`config.mk`:
```
export PLATFORM = sky130hd
export DESIGN_NAME = pack_i64_stream
export DESIGN_NICKNAME = d
export VERILOG_FILES = /design/src/rtl/pack_i64_stream.sv
export SDC_FILE = /design/constraint.sdc
export NUM_CORES = 1
export LEC_CHECK = 0
export CELL_PAD_IN_SITES_DETAIL_PLACEMENT = 1
export CELL_PAD_IN_SITES_GLOBAL_PLACEMENT = 1
export CORE_MARGIN = 4
export CORE_UTILIZATION = 24
export CTS_CLUSTER_DIAMETER = 200
export DETAILED_ROUTE_END_ITERATION = 6
export PLACE_DENSITY = 0.52
export SYNTH_ARGS = -nofsm -noshare
export SYNTH_HDL_FRONTEND = slang
export SYNTH_SLANG_ARGS = --single-unit
```
`constraint.sdc`:
```
create_clock -name clk -period 5.2 [get_ports clk]
set_input_delay 0.52 -clock clk [delete_from_list [all_inputs] [get_ports clk]]
set_output_delay 0.52 -clock clk [all_outputs]
set_load 0.02 [all_outputs]
```
`src/rtl/pack_i64_stream.sv`:
```
// LEB128 byte-stream encoder for one 64-bit value per input handshake.
// Emits 1..10 bytes, least-significant 7-bit group first, over valid/ready.
// SIGNED=1 gives signed LEB128 (i64); SIGNED=0 gives unsigned LEB128 (u64).
module pack_i64_stream #(
   parameter bit SIGNED = 1'b1
) (
   input  logic        clk,
   input  logic        rst,
   input  logic        in_valid,
   output logic        in_ready,
   input  logic [63:0] in_data,
   output logic        out_valid,
   input  logic        out_ready,
   output logic [7:0]  out_data,
   output logic        out_last,
   output logic [3:0]  out_len
);

   typedef enum logic {
      IDLE = 1'b0,
      EMIT = 1'b1
   } state_t;

   state_t      state_q, state_d;
   logic [63:0] r_q, r_d;      // residual value still to be emitted
   logic [3:0]  cnt_q, cnt_d;  // index of the byte currently presented
   logic [6:0]  grp;
   logic [63:0] nxt;
   logic        done;

   // Current 7-bit group, the residual after it, and whether it is the final byte
   always_comb begin
      grp = r_q[6:0];
      if (SIGNED) begin
         nxt  = $unsigned($signed(r_q) >>> 7);
         // The remaining bits must all equal the sign bit of the group just sent
         done = ((nxt == '0) && !grp[6]) || ((nxt == '1) && grp[6]);
      end else begin
         nxt  = r_q >> 7;
         done = (nxt == '0);
      end
      // Ten groups cover all 64 bits; this bound can never cut a value short
      if (cnt_q == 4'd9) begin
         done = 1'b1;
      end
   end

   // Next-state and output decode; outputs are all zero outside EMIT
   always_comb begin
      // NOTE: every output of this block gets a default first so no path leaves
      // a variable unassigned, which would otherwise infer a latch.
      state_d   = state_q;
      r_d       = r_q;
      cnt_d     = cnt_q;
      in_ready  = 1'b0;
      out_valid = 1'b0;
      out_data  = '0;
      out_last  = 1'b0;
      out_len   = '0;
      case (state_q)
         IDLE: begin
            in_ready = 1'b1;
            if (in_valid) begin
               state_d = EMIT;
               r_d     = in_data;
               cnt_d   = '0;
            end
         end
         EMIT: begin
            out_valid = 1'b1;
            out_data  = {~done, grp};
            out_last  = done;
            out_len   = cnt_q + 4'd1;
            // A stalled byte holds R and cnt, so every output stays stable
            if (out_ready) begin
               if (done) begin
                  state_d = IDLE;
               end else begin
                  r_d   = nxt;
                  cnt_d = cnt_q + 4'd1;
               end
            end
         end
         default: state_d = IDLE;
      endcase
   end

   // State, residual and byte-counter registers with synchronous reset
   always_ff @(posedge clk) begin
      // NOTE: sequential state uses non-blocking assignments so every register
      // samples pre-edge values regardless of statement order.
      if (rst) begin
         state_q <= IDLE;
         r_q     <= '0;
         cnt_q   <= '0;
      end else begin
         state_q <= state_d;
         r_q     <= r_d;
         cnt_q   <= cnt_d;
      end
   end

endmodule

```
==> implementation parameters <==
Parameter                              Value

Logic synthesis
  Syn_nets ... 507
  Biggest area consumer among synthesized cells ... dfxtp_1
  Share of synthesized area occupied by flip-flops and latches ... around 36%
  Netlist Area Pre-Place ... 3874 sq um
  Total of warnings raised by yosys ... 0
  Number of instances in the synthesized netlist ... 437
  Mean instance size in the synthesized netlist ... 8.864 sq um
  Dominant cells by area after synthesis ... dfxtp_1 36%, mux2_2 17%, mux2i_1 15%, nand2_1 12%, nand4_1 3.1%
  Fraction of synthesis flops using an asynchronous set or reset pin ... 0%
  Post-synthesis sequential element count ... 69
  Most frequently used flop master after synthesis ... dfxtp_1
  Number of enable-type register cells in the synthesized netlist ... 0
  Synth top area share ... between 30% and 40%
  Synth unique cells ... 33

Power and ir drop
  Internal power component ... approximately 1.3 mW
  Peak supply drop ... around 0.14 mV
  Proportion of power drawn by combinational gates ... 16.3%
  Clock network fraction of design power ... between 40% and 50%
  Switching power as a share of total power ... 23.91%
  Total power ... about 1.7 mW
  Cell leakage power ... 2.066 nW
  Pwr/cell area ... 324.4 nW/um^2
  Switching power ... about 0.41 mW
  Share of total power in sequential cells ... about 36%

Finish
  Final antenna diode count ... 0
  Most frequent standard cell in the layout excluding fill and tap cells ... nand2_1
  Final std cells w/o fill ... approximately 730
  Core Util, Final ... 33.21%
  Most used cells in the layout excluding fill and tap cells ... 124 x nand2_1, 82 x clkdlybuf4s50_1, 68 x dfxtp_1
  Final net count ... approximately 580
  Filler Cell Count ... around 1800
  Area growth from synthesis to layout ... 35.69%
  Fraction of layout instances using a drive strength above 1 ... between 10% and 20%

Detailed routing
  Total vias in the final route ... about 3300
  Total wire length after detailed routing ... between 10 and 15 mm
  Initial DRC Count ... around 130
  Post-DR wirelength/cell ... ~17 um
  Antenna violation net count after detailed routing ... 0
  Via-per-instance ratio ... around 4.6
  1st-pass router iterations ... 4
  Post-route DRC violation count ... 0

Clock network
  Post-CTS Resized ... 0
  TritonCTS clock tree ... yes
  CTS hold repair buffers ... 0
  Cts bufs inserted ... 9
  Clock insertion delay at the later pin of the skew report ... between 0.3 and 0.4 ns
  Maximum level of the CTS H-tree ... 3
  CTS sink cnt ... 69
  Clock tree root driver cell ... clkbuf_16
  CTS max path bufs ... 2
  Number of setup buffers added after CTS ... 0
  Clock slew seen by the registers of the worst setup and hold paths ... about 0.060 ns

Critical path
  Required time at the worst-slack endpoint ... 5.45 ns
  Maximum fanout count along the critical path ... 24
  Endpoint type of the worst setup path ... flop
  Arrival time of data at the critical path endpoint ... between 3 and 4 ns
  Delay of the slowest critical-path stage ... 0.80 ns
  Category of the worst setup path launch point ... flop
  Crit Path Category ... flop to flop
  Worst-case register-to-register setup slack ... between 1.5 and 2 ns
  CP cell instances ... nor4_1 > nand3_1 > nor4_1 > a311oi_1 > buf_4 > a31oi_4 > buf_4 > mux2i_1
  Slowest stage cell on the critical path ... a31oi_4

GRT
  Number of antenna violations at the first check in global routing ... 0
  Global-route wire length before repair ... about 19 mm
  GRT Total Usage ... a little over an eighth
  Global route total overflow ... 0
  Largest net degree at the start of global routing ... 76
  Vias in the first global route ... about 3500

STA
  Worst clock skew ... 0.008960 ns
  Setup repair after global routing missed its margin ... false
  Number of failing hold endpoints at the final stage ... 0
  Setup_tns ... 0 ns
  Ratio of final minimum period to clock period ... between 60% and 70%
  Max Freq ... 307.5 MHz
  Final critical path time including I/O delays and setup ... between 3 and 4 ns
  Max-slew violations ... 0
  Rel. slew slack ... 35.24%
  Hold_ws ... between 0.4 and 0.5 ns
  Slew at the pin with the worst max-slew slack ... approximately 1 ns
  Count of final setup violators ... 0

Placed design
  Cells after DPL ... 710
  DP HPWL ... just under 9 mm
  Input/output buffers ... between 80 and 90
  Weighted congestion reported at the end of routability-driven placement ... 0.7705

Floorplanning
  Initial cell density of the core ... 24.47%
  Die Width ... roughly 140 um
  Number of core rows ... 46
  Core outline area ... around 16000 sq um
  Number of primary I/O pins ... 83
  Die boundary height ... 135.0 um
  Area enclosed by the die boundary ... 18240 sq um

Worst hold path
  Worst hold path type ... flop to flop

Run status
  Status ... complete, no violations

Job
  Max-Cap Viols ... 0
==> per-stage QoR <==
step	cell area (sq um)	setup WS, ns
finish	5256	1.948
global route	5256	1.677
CTS	5256	1.880
detailed placement	4860	1.898
global placement	4860	2.004
floorplan	3874	3.116
==> worst max-delay path: cells and delay by family (launching register included) <==
| family | cells | cell delay [ns] |
|---|---|---|
| muxes | 1 | 0.24 |
| and+or+nand+nor | 3 | 0.97 |
| AOI/OAI and AO/OA | 2 | 0.89 |
| buffers and inverters | 2 | 0.73 |
| DFF | 1 | 0.34 |
==> cells by family after synthesis <==
family / share of synthesized area (%)
DFF: 35.66
adders and majority gates: 0.6459
and+or+nand+nor: 22.25
muxes: 33.04
AOI/OAI and AO/OA: 2.972
xor gates and xnor gates: 0.4523
buffers and inverters: 4.974
==> layer usage <==
layer,vias up,track usage [%],part of all wire (%)
met5,-,0,0
met4,0,4.703,1.4
met3,9,2.235,3.6
met2,64,21.46,45
met1,1589,18.69,50
li1,1664,-,-
==> power by group through the flow <==
stage | Combinational, mW | Clock, mW | Sequential [mW]
floorplan | 0.184 | 0 | 0.605
global placement | 0.280 | 0 | 0.618
detailed placement | 0.281 | 0 | 0.620
CTS | 0.283 | 0.839 | 0.609
global route | 0.305 | 0.854 | 0.615
finish | 0.278 | 0.818 | 0.609
==> worst paths after layout <==
check             startpoint  cells past startpoint  endpoint
setup / recovery     r_q[10]                      8   r_q[22]
hold / removal        r_q[2]                      2    r_q[2]
setup reg to reg     r_q[10]                      8   r_q[22]
hold reg to reg       r_q[2]                      2    r_q[2]
==> synthesized netlist by cell type (3+ instances only) <==
cell type / count
clkbuf_1: 21
nor2_1: 7
buf_1: 3
and2_1: 8
nor2b_1: 8
buf_6: 5
a21oi_1: 10
nand2_1: 124
mux2_2: 60
nand4_1: 19
mux2_1: 3
mux2i_1: 57
nor4_1: 18
inv_1: 4
dfxtp_1: 69
==> layout make-up <==
| type | count | area [sq um] | area share [%] |
|---|---|---|---|
| timing repair buffer | 89 | 873.3 | 16.62 |
| multi-input combinational | 331 | 2315 | 44.04 |
| clock buffer | 10 | 239.0 | 4.547 |
| tap | 216 | 270.3 | 5.142 |
| sequential | 69 | 1383 | 26.30 |
| inverter | 5 | 18.77 | 0.3571 |
| clock inverter | 6 | 157.7 | 2.999 |
==> flip-flops by register name, indices dropped and copies added (netlist names) <==
register / cells
state_q: 1
cnt_q: 4
r_q: 64
Power figures use the tool's default switching activity.
